File: src/rtl/mem_req_mux_if.sv
// Memory request mux bus bundle: two dual-rail sources, one dual-rail sink and the 4-phase acks.
// The master modport is the side that drives the requests; the slave modport is the mux itself.
interface mem_req_mux_if;
    logic [15:0] instr_data;
    logic [15:0] cache_data;
    logic        ack_out_instr;
    logic        ack_out_cache;
    logic [15:0] mem_data;
    logic [1:0]  PH0;
    logic        ack_in;
    logic        err;

    modport master (
        output instr_data, cache_data, ack_in,
        input  ack_out_instr, ack_out_cache, mem_data, PH0, err
    );

    modport slave (
        input  instr_data, cache_data, ack_in,
        output ack_out_instr, ack_out_cache, mem_data, PH0, err
    );
endinterface

File: src/rtl/mem_req_mux.sv
// Two-source dual-rail request mux with alternating-priority arbitration and a 4-phase
// handshake on both sides (IDLE -> DRIVE -> RELEASE); all outputs come straight from registers.
module mem_req_mux (
    input  logic          clk,
    input  logic          rst_n,
    mem_req_mux_if.slave  bus
);
    typedef enum logic [1:0] {IDLE, DRIVE, RELEASE} state_t;

    state_t      state_reg;
    logic [15:0] mem_data_reg;
    logic [1:0]  ph0_reg;
    logic        ack_instr_reg;
    logic        ack_cache_reg;
    logic        err_reg;
    logic        grant_cache_reg;
    logic        last_cache_reg;

    logic [7:0]  instr_pair_ok;
    logic [7:0]  instr_pair_bad;
    logic [7:0]  cache_pair_ok;
    logic [7:0]  cache_pair_bad;
    logic        instr_complete;
    logic        cache_complete;
    logic        instr_illegal;
    logic        cache_illegal;
    logic        instr_null;
    logic        cache_null;
    logic        pick_cache;

    genvar gi;
    generate
        for (gi = 0; gi < 8; gi++) begin : g_pair
            assign instr_pair_ok[gi]  = bus.instr_data[2*gi+1] ^ bus.instr_data[2*gi];
            assign instr_pair_bad[gi] = bus.instr_data[2*gi+1] & bus.instr_data[2*gi];
            assign cache_pair_ok[gi]  = bus.cache_data[2*gi+1] ^ bus.cache_data[2*gi];
            assign cache_pair_bad[gi] = bus.cache_data[2*gi+1] & bus.cache_data[2*gi];
        end
    endgenerate

    assign instr_complete = &instr_pair_ok;
    assign cache_complete = &cache_pair_ok;
    assign instr_illegal  = |instr_pair_bad;
    assign cache_illegal  = |cache_pair_bad;
    assign instr_null     = (bus.instr_data == 16'h0000);
    assign cache_null     = (bus.cache_data == 16'h0000);

    // On a tie the source that did not win last time takes the grant.
    assign pick_cache = cache_complete && (!instr_complete || !last_cache_reg);

    always_ff @(posedge clk) begin
        if (!rst_n) begin
            state_reg       <= IDLE;
            mem_data_reg    <= 16'h0000;
            ph0_reg         <= 2'b00;
            ack_instr_reg   <= 1'b0;
            ack_cache_reg   <= 1'b0;
            err_reg         <= 1'b0;
            grant_cache_reg <= 1'b0;
            last_cache_reg  <= 1'b1;
        end else begin
            case (state_reg)
                IDLE: begin
                    if (instr_illegal || cache_illegal) begin
                        err_reg <= 1'b1;
                    end
                    if (instr_complete || cache_complete) begin
                        grant_cache_reg <= pick_cache;
                        last_cache_reg  <= pick_cache;
                        mem_data_reg    <= pick_cache ? bus.cache_data : bus.instr_data;
                        ph0_reg         <= pick_cache ? 2'b01 : 2'b10;
                        state_reg       <= DRIVE;
                    end
                end
                DRIVE: begin
                    if (bus.ack_in) begin
                        mem_data_reg <= 16'h0000;
                        ph0_reg      <= 2'b00;
                        if (grant_cache_reg) begin
                            ack_cache_reg <= 1'b1;
                        end else begin
                            ack_instr_reg <= 1'b1;
                        end
                        state_reg <= RELEASE;
                    end
                end
                RELEASE: begin
                    // Return to IDLE only once memory and the granted source have both gone NULL.
                    if (!bus.ack_in && (grant_cache_reg ? cache_null : instr_null)) begin
                        ack_instr_reg <= 1'b0;
                        ack_cache_reg <= 1'b0;
                        state_reg     <= IDLE;
                    end
                end
                default: state_reg <= IDLE;
            endcase
        end
    end

    assign bus.mem_data      = mem_data_reg;
    assign bus.PH0           = ph0_reg;
    assign bus.ack_out_instr = ack_instr_reg;
    assign bus.ack_out_cache = ack_cache_reg;
    assign bus.err           = err_reg;
endmodule

File: src/flat_wrapper.sv
// flat-port wrapper written by rule: the top's interface ports become plain ports
module mem_req_mux_flat 
  (clk, rst_n, bus_instr_data, bus_cache_data, bus_ack_in, bus_ack_out_instr, bus_ack_out_cache, bus_mem_data, bus_PH0, bus_err);
  mem_req_mux_if bus_i ();
  input  logic clk;
  input  logic rst_n;
  input wire logic [$bits(bus_i.instr_data)-1:0] bus_instr_data;
  input wire logic [$bits(bus_i.cache_data)-1:0] bus_cache_data;
  input wire logic [$bits(bus_i.ack_in)-1:0] bus_ack_in;
  output wire logic [$bits(bus_i.ack_out_instr)-1:0] bus_ack_out_instr;
  output wire logic [$bits(bus_i.ack_out_cache)-1:0] bus_ack_out_cache;
  output wire logic [$bits(bus_i.mem_data)-1:0] bus_mem_data;
  output wire logic [$bits(bus_i.PH0)-1:0] bus_PH0;
  output wire logic [$bits(bus_i.err)-1:0] bus_err;
  assign bus_i.instr_data = bus_instr_data;
  assign bus_i.cache_data = bus_cache_data;
  assign bus_i.ack_in = bus_ack_in;
  assign bus_ack_out_instr = bus_i.ack_out_instr;
  assign bus_ack_out_cache = bus_i.ack_out_cache;
  assign bus_mem_data = bus_i.mem_data;
  assign bus_PH0 = bus_i.PH0;
  assign bus_err = bus_i.err;
  mem_req_mux u_core (.clk(clk), .rst_n(rst_n), .bus(bus_i));
endmodule
File: config.mk
export PLATFORM = sky130hd
export DESIGN_NAME = mem_req_mux_flat
export DESIGN_NICKNAME = d
export VERILOG_FILES = /design/src/rtl/mem_req_mux_if.sv /design/src/rtl/mem_req_mux.sv /design/src/flat_wrapper.sv
export SDC_FILE = /design/constraint.sdc
export NUM_CORES = 1
export LEC_CHECK = 0
export CORE_MARGIN = 2
export CORE_UTILIZATION = 35
export DETAILED_ROUTE_END_ITERATION = 6
export HOLD_SLACK_MARGIN = 0.08
export PLACE_DENSITY = 0.66
export RECOVER_POWER = 50
export REMOVE_ABC_BUFFERS = 1
export SKIP_CTS_REPAIR_TIMING = 1
export SYNTH_ARGS = -nofsm -noshare
export SYNTH_HDL_FRONTEND = slang
export SYNTH_SLANG_ARGS = --single-unit
File: constraint.sdc
create_clock -name clk -period 5.3 [get_ports clk]
set_clock_uncertainty 0.15 [all_clocks]
set_input_delay 0.53 -clock clk [delete_from_list [all_inputs] [get_ports clk]]
set_output_delay 0.53 -clock clk [all_outputs]
set_load 0.02 [all_outputs]
=== Word level (Yosys, flattened, before mapping) ===
Cells that the tools add are included.
W data, S select, Z words.

* Equality and inequality tests: 7
* Multiplexer cells: 20
* Bitwise gates (word level): 32
* Reductions and logical operators: 23

{| class="wikitable"
|+ Operators by type and width
! cell !! count
|-
| $mux W16 || 3
|-
| $logic_not A16 Y1 || 2
|-
| $pmux W16 S2 || 1
|-
| $and A1 B1 Y1 || 16
|-
| $reduce_and A8 Y1 || 2
|-
| $reduce_or A8 Y1 || 2
|-
| $xor A1 B1 Y1 || 16
|-
| $mux W2 || 6
|-
| $reduce_and A4 Y1 || 2
|-
| $mux W1 || 6
|-
| $ne A2 B1 Y1 const B || 3
|-
| $pmux W2 S3 || 1
|-
| $reduce_and A3 Y1 || 2
|-
| $ne A2 B2 Y1 const B || 2
|-
| $pmux W1 S2 || 2
|-
| $pmux W2 S2 || 1
|-
| $reduce_and A2 Y1 || 2
|-
| $reduce_bool A2 Y1 || 2
|-
| $logic_not A1 Y1 || 3
|-
| $logic_or A1 B1 Y1 || 3
|-
| $eq A2 B1 Y1 const B || 1
|-
| $eq A2 B2 Y1 const B || 1
|-
| $logic_and A1 B1 Y1 || 2
|-
| $logic_not A2 Y1 || 1
|}

* Register bits: 25
* Input port bits: 35
* Word-level logic and storage cells: 90

=== Logic depth before layout (Yosys ltp) ===
* Depth after elaboration: 8
* Depth in mapped cells: 8
* Mapped depth without buffers: 7

=== Least setup slack after synthesis ===
OpenSTA, ideal clock, no wires.

* Kind: input -> register
* Start point: input port bus_cache_data[0]
* End point: register u_core.mem_data_reg[0] (netlist: u_core.bus.mem_data[0])
* Setup time: 122 ps
* Arrival: 1853 ps
* Data required time: 5028 ps
* Setup slack: 3176 ps
* Stages on the path: 6
* Cell sequence: inv_1 > ha_1 > nand4_2 > o311a_4 > and2_4 > a221o_1

* Cells in the longest elaborated chain, start to end: 6
* Elaborated cells between the ends (all ways): 9

{| class="wikitable"
|+ Ends and longest elaborated chain
! item !! line !! text
|-
| from (decl) || flat_wrapper.sv:8 || <nowiki>input wire logic [$bits(bus_i.cache_data)-1:0] bus_cache_data;</nowiki>
|-
| $xor A1 B1 Y1 || mem_req_mux.sv:36 || <nowiki>assign cache_pair_ok[gi] = bus.cache_data[2*gi+1] ^ bus.cache_data[2*gi];</nowiki>
|-
| $reduce_and A8 Y1 || mem_req_mux.sv:42 || <nowiki>assign cache_complete = &cache_pair_ok;</nowiki>
|-
| $logic_and A1 B1 Y1 || mem_req_mux.sv:49 || <nowiki>assign pick_cache = cache_complete && (!instr_complete || !last_cache_reg);</nowiki>
|-
| $mux W16 || mem_req_mux.sv:70 || <nowiki>mem_data_reg <= pick_cache ? bus.cache_data : bus.instr_data;</nowiki>
|-
| $mux W16 || mem_req_mux.sv:67 || <nowiki>if (instr_complete || cache_complete) begin</nowiki>
|-
| $pmux W16 S2 || mem_req_mux.sv:62 || <nowiki>case (state_reg)</nowiki>
|-
| to (signal assigned) || mem_req_mux.sv:70 ||
|-
| to (decl) || mem_req_mux.sv:11 || <nowiki>logic [15:0] mem_data_reg;</nowiki>
|}

Several ways; a longest one is shown, not always the timed one. The select of a mux whose other input is x is not followed.
A chain may end at the register's enable or synchronous reset.

=== Worst setup path in the final report ===
* Start point: input port bus_cache_data[1]
* End point: register u_core.mem_data_reg[2] (netlist: u_core.bus.mem_data[2])

* Cells in the longest elaborated chain, start to end: 6
* Elaborated cells between the ends (all ways): 9

{| class="wikitable"
|+ Ends and longest elaborated chain
! item !! line
|-
| $xor A1 B1 Y1 (*) || mem_req_mux.sv:36
|-
| $reduce_and A8 Y1 (*) || mem_req_mux.sv:42
|-
| $logic_and A1 B1 Y1 || mem_req_mux.sv:49
|-
| $mux W16 || mem_req_mux.sv:70
|-
| $mux W16 || mem_req_mux.sv:67
|-
| $pmux W16 S2 || mem_req_mux.sv:62
|}

Mark *: on every way between the ends. The rest lies on a longest branch, timed or not. The select of a mux whose other input is x is not followed.

==> summary.txt <==
R2R Setup Slk = 3.22 ns
worst hold path cell count = 2
Fin. Hold Viols = 0
Die W = 73.8 um
hold_sp = u_core.bus.mem_data[6]
WL/cell = 13.8 um
Net Switching = 0.0000997 W
CP Class = in2reg
worst path cell trace = dlygate4sd3_1 > inv_1 > ha_1 > nand4_2 > a2111oi_4 > and2_1 > a221o_1
run status = complete, no violations
LEAKAGE = 1.11 nW
clk buf depth = 2
clock buffer count from CTS = 3
worst slew pin tran = 0.857 ns
part of the power in registers = 49.8%
antenna violations before repair = 0
Std-Cell Core Area = 4720 sq um
root buffer cell = clkbuf_8
Avg Cell Area, Syn = 9.11 sq um
clock share of power = 30.2%
CP required = 5.37 ns
die area = 5440 sq um
clk sinks = 25
PortBufs = 55
via count = 1502
Synth Flop Type = dfxtp_1
# rows = 25
Worst R2R Path Depth = 4
vias per cell = 4.89
routed wire length = 4220 um
top post-synthesis cells by area = dfxtp_1, ha_1, inv_1
DR iter-0 viols = 74
post-synth top area cell = dfxtp_1
Clk pin slew, worst setup/hold paths = 0.09 ns
vias in the first global route = 1427
Worst VDD drop = 0.0869 mV
Clock Latency Late Sink = 0.27 ns
synthesis-stage register bit count = 25
type of origin of the critical path = primary input
RSZ-0062 raised after global routing = no
max incr delay on CP = 0.79 ns
area delta synth->final = 38.1%
final worst-path cycle share = 55.4%
Worst Path Arrival = 3.01 ns
Congestion Overflow GR = 0
Reg-to-Reg Start = u_core.state_reg[0]
reg-to-reg endpoint = u_core.bus.mem_data[2]
CP Max Fanout = 14
Total Power = 0.000382 W
hold endpoint = u_core.bus.mem_data[6]
layout cell share with drive strength beyond 1 = 5.00%
Int Pwr = 0.000283 W
Starting Density = 36.1%
Combinational Power Share = 19.9%
Warnings, synthesis = 0
crit path buf inv count = 2
Hold WC Path Type = reg2reg
final max-slew violation count = 0
HPWL Detailed = 3270 um
delay-heaviest family, CP = compound AO/OA/AOI/OAI gates
Post-synth EDFFs = 0
crit end category = register
utilization after layout = 49.8%
Largest register FFs = 16
Final TNS setup = 0 ns
Mapped Area = 1700 sq um
Peak Freq = 340 MHz
max_cap viols = 0
sequential share of the synthesized area = 29.4%
post-synthesis cell count = 187
max_slew headroom = 42.9%
CTS tree = built
H-tree Lvls = 1
number of iterations in the first detailed-routing pass = 4
pin count of the biggest net entering global routing = 28
# setup viols final = 0
Switching Fraction = 26.1%
slowest CP cell = a2111oi_4
Final nets = 308
top cell type's share of synthesized area = 29.4%
Cell Area, Placed = 2310 sq um
Distinct cells, synth = 35
number of I/O pins = 56
ys async rst share = 0%
Tot GR Track Use = 16.2%
Placer Congestion = 0.769
final instance area = 2350 sq um
wire length of the first global-routing pass = 6820 um
ANT cells = 0
ANT nets after route = 0
Tmin final = 2.94 ns
Residual DRC = 0
Die Ht = 73.8 um
PD cells = 162 nW/um^2
==> metal layers <==
layer | part of all wire (%) | GRT usage, % | routed length (um) | vias up
li1 | - | - | - | 767
met1 | 49 | 22.9 | 2060 | 693
met2 | 45 | 26.2 | 1910 | 38
met3 | 5.2 | 2.61 | 218 | 4
met4 | 0.76 | 3.03 | 32 | 0
met5 | 0 | 0 | 0 | -
==> Yosys cell counts (all sizes together) (3+ instances only) <==
cell type	number
a22oi	10
a21oi	3
a221o	6
nor4	4
and3	5
nor2	9
nand3	11
clkbuf	4
a21boi	12
ha	32
nand4	8
nor2b	3
inv	34
dfxtp	25
buf	3
==> how the worst max path moves through the flow <==
stage	start	endpoint	depth (start not counted)
after floorplan	bus_instr_data[2]	u_core.bus.mem_data[14]	7
after global placement	bus_instr_data[0]	u_core.bus.mem_data[4]	8
after detailed placement	bus_instr_data[0]	u_core.bus.mem_data[14]	8
after CTS	bus_instr_data[0]	u_core.bus.mem_data[3]	8
after global routing	bus_cache_data[1]	u_core.bus.mem_data[14]	7
final	bus_cache_data[1]	u_core.bus.mem_data[2]	7
==> placed cells by master (no fill, tap or decap), types with 2 or more instances in the layout <==
cell / Yosys / routed
a22oi_1: 10 / 10
a21boi_0: 3 / 3
dlygate4sd3_1: 0 / 22
nand3b_1: 2 / 2
nand4_2: 2 / 2
nor4_1: 4 / 4
a21oi_1: 3 / 3
nand3_1: 11 / 11
clkdlybuf4s50_1: 0 / 33
and4_1: 2 / 2
inv_1: 34 / 34
a21boi_1: 9 / 9
dfxtp_1: 25 / 25
nor2_1: 8 / 8
clkbuf_8: 0 / 3
nor2b_1: 3 / 3
and3_1: 5 / 5
a221o_1: 6 / 6
ha_1: 32 / 32
a31oi_1: 2 / 2
nand4_1: 6 / 6
==> worst register-to-register path: stages, from the launching register on <==
cell and delay [ns]:
dfxtp_1 0.37, or2_1 0.30, a2111oi_4 0.68, and2_1 0.36, a221o_1 0.18
==> through the flow <==
stage,hold WS [ns],cells,setup WS (ns)
finish,0.315,307,2.36
global route,0.340,307,2.19
CTS,0.322,307,2.39
detailed placement,0.306,303,2.10
global placement,0.303,303,2.16
floorplan,0.354,180,3.02
==> power groups by stage <==
stage | combinational [W] | clock, W | sequential, W
global route | 0.0000840 | 0.000128 | 0.000191
global placement | 0.0000770 | 0 | 0.000195
CTS | 0.0000778 | 0.000120 | 0.000191
finish | 0.0000762 | 0.000116 | 0.000191
detailed placement | 0.0000775 | 0 | 0.000195
floorplan | 0.0000274 | 0 | 0.000197
==> cells by family after synthesis <==
family | Yosys count | synth area share (%)
flip-flops | 25 | 29.4
AND/OR/NAND/NOR | 49 | 17.4
adder cells (fa/ha/maj) | 32 | 23.5
AO/OA/AOI/OAI | 40 | 20.0
buffers and inverters | 41 | 9.76
==> cell type report <==
class | instances | area [sq um]
sequential | 25 | 500
clock buffer | 3 | 41.3
tap | 67 | 83.8
fill | 474 | 2370
inverter | 34 | 128
timing repair buffer | 56 | 558
multi-input combinational | 121 | 1040
clock inverter | 1 | 5.00
Note: power is estimated with default switching activity, not from simulation.
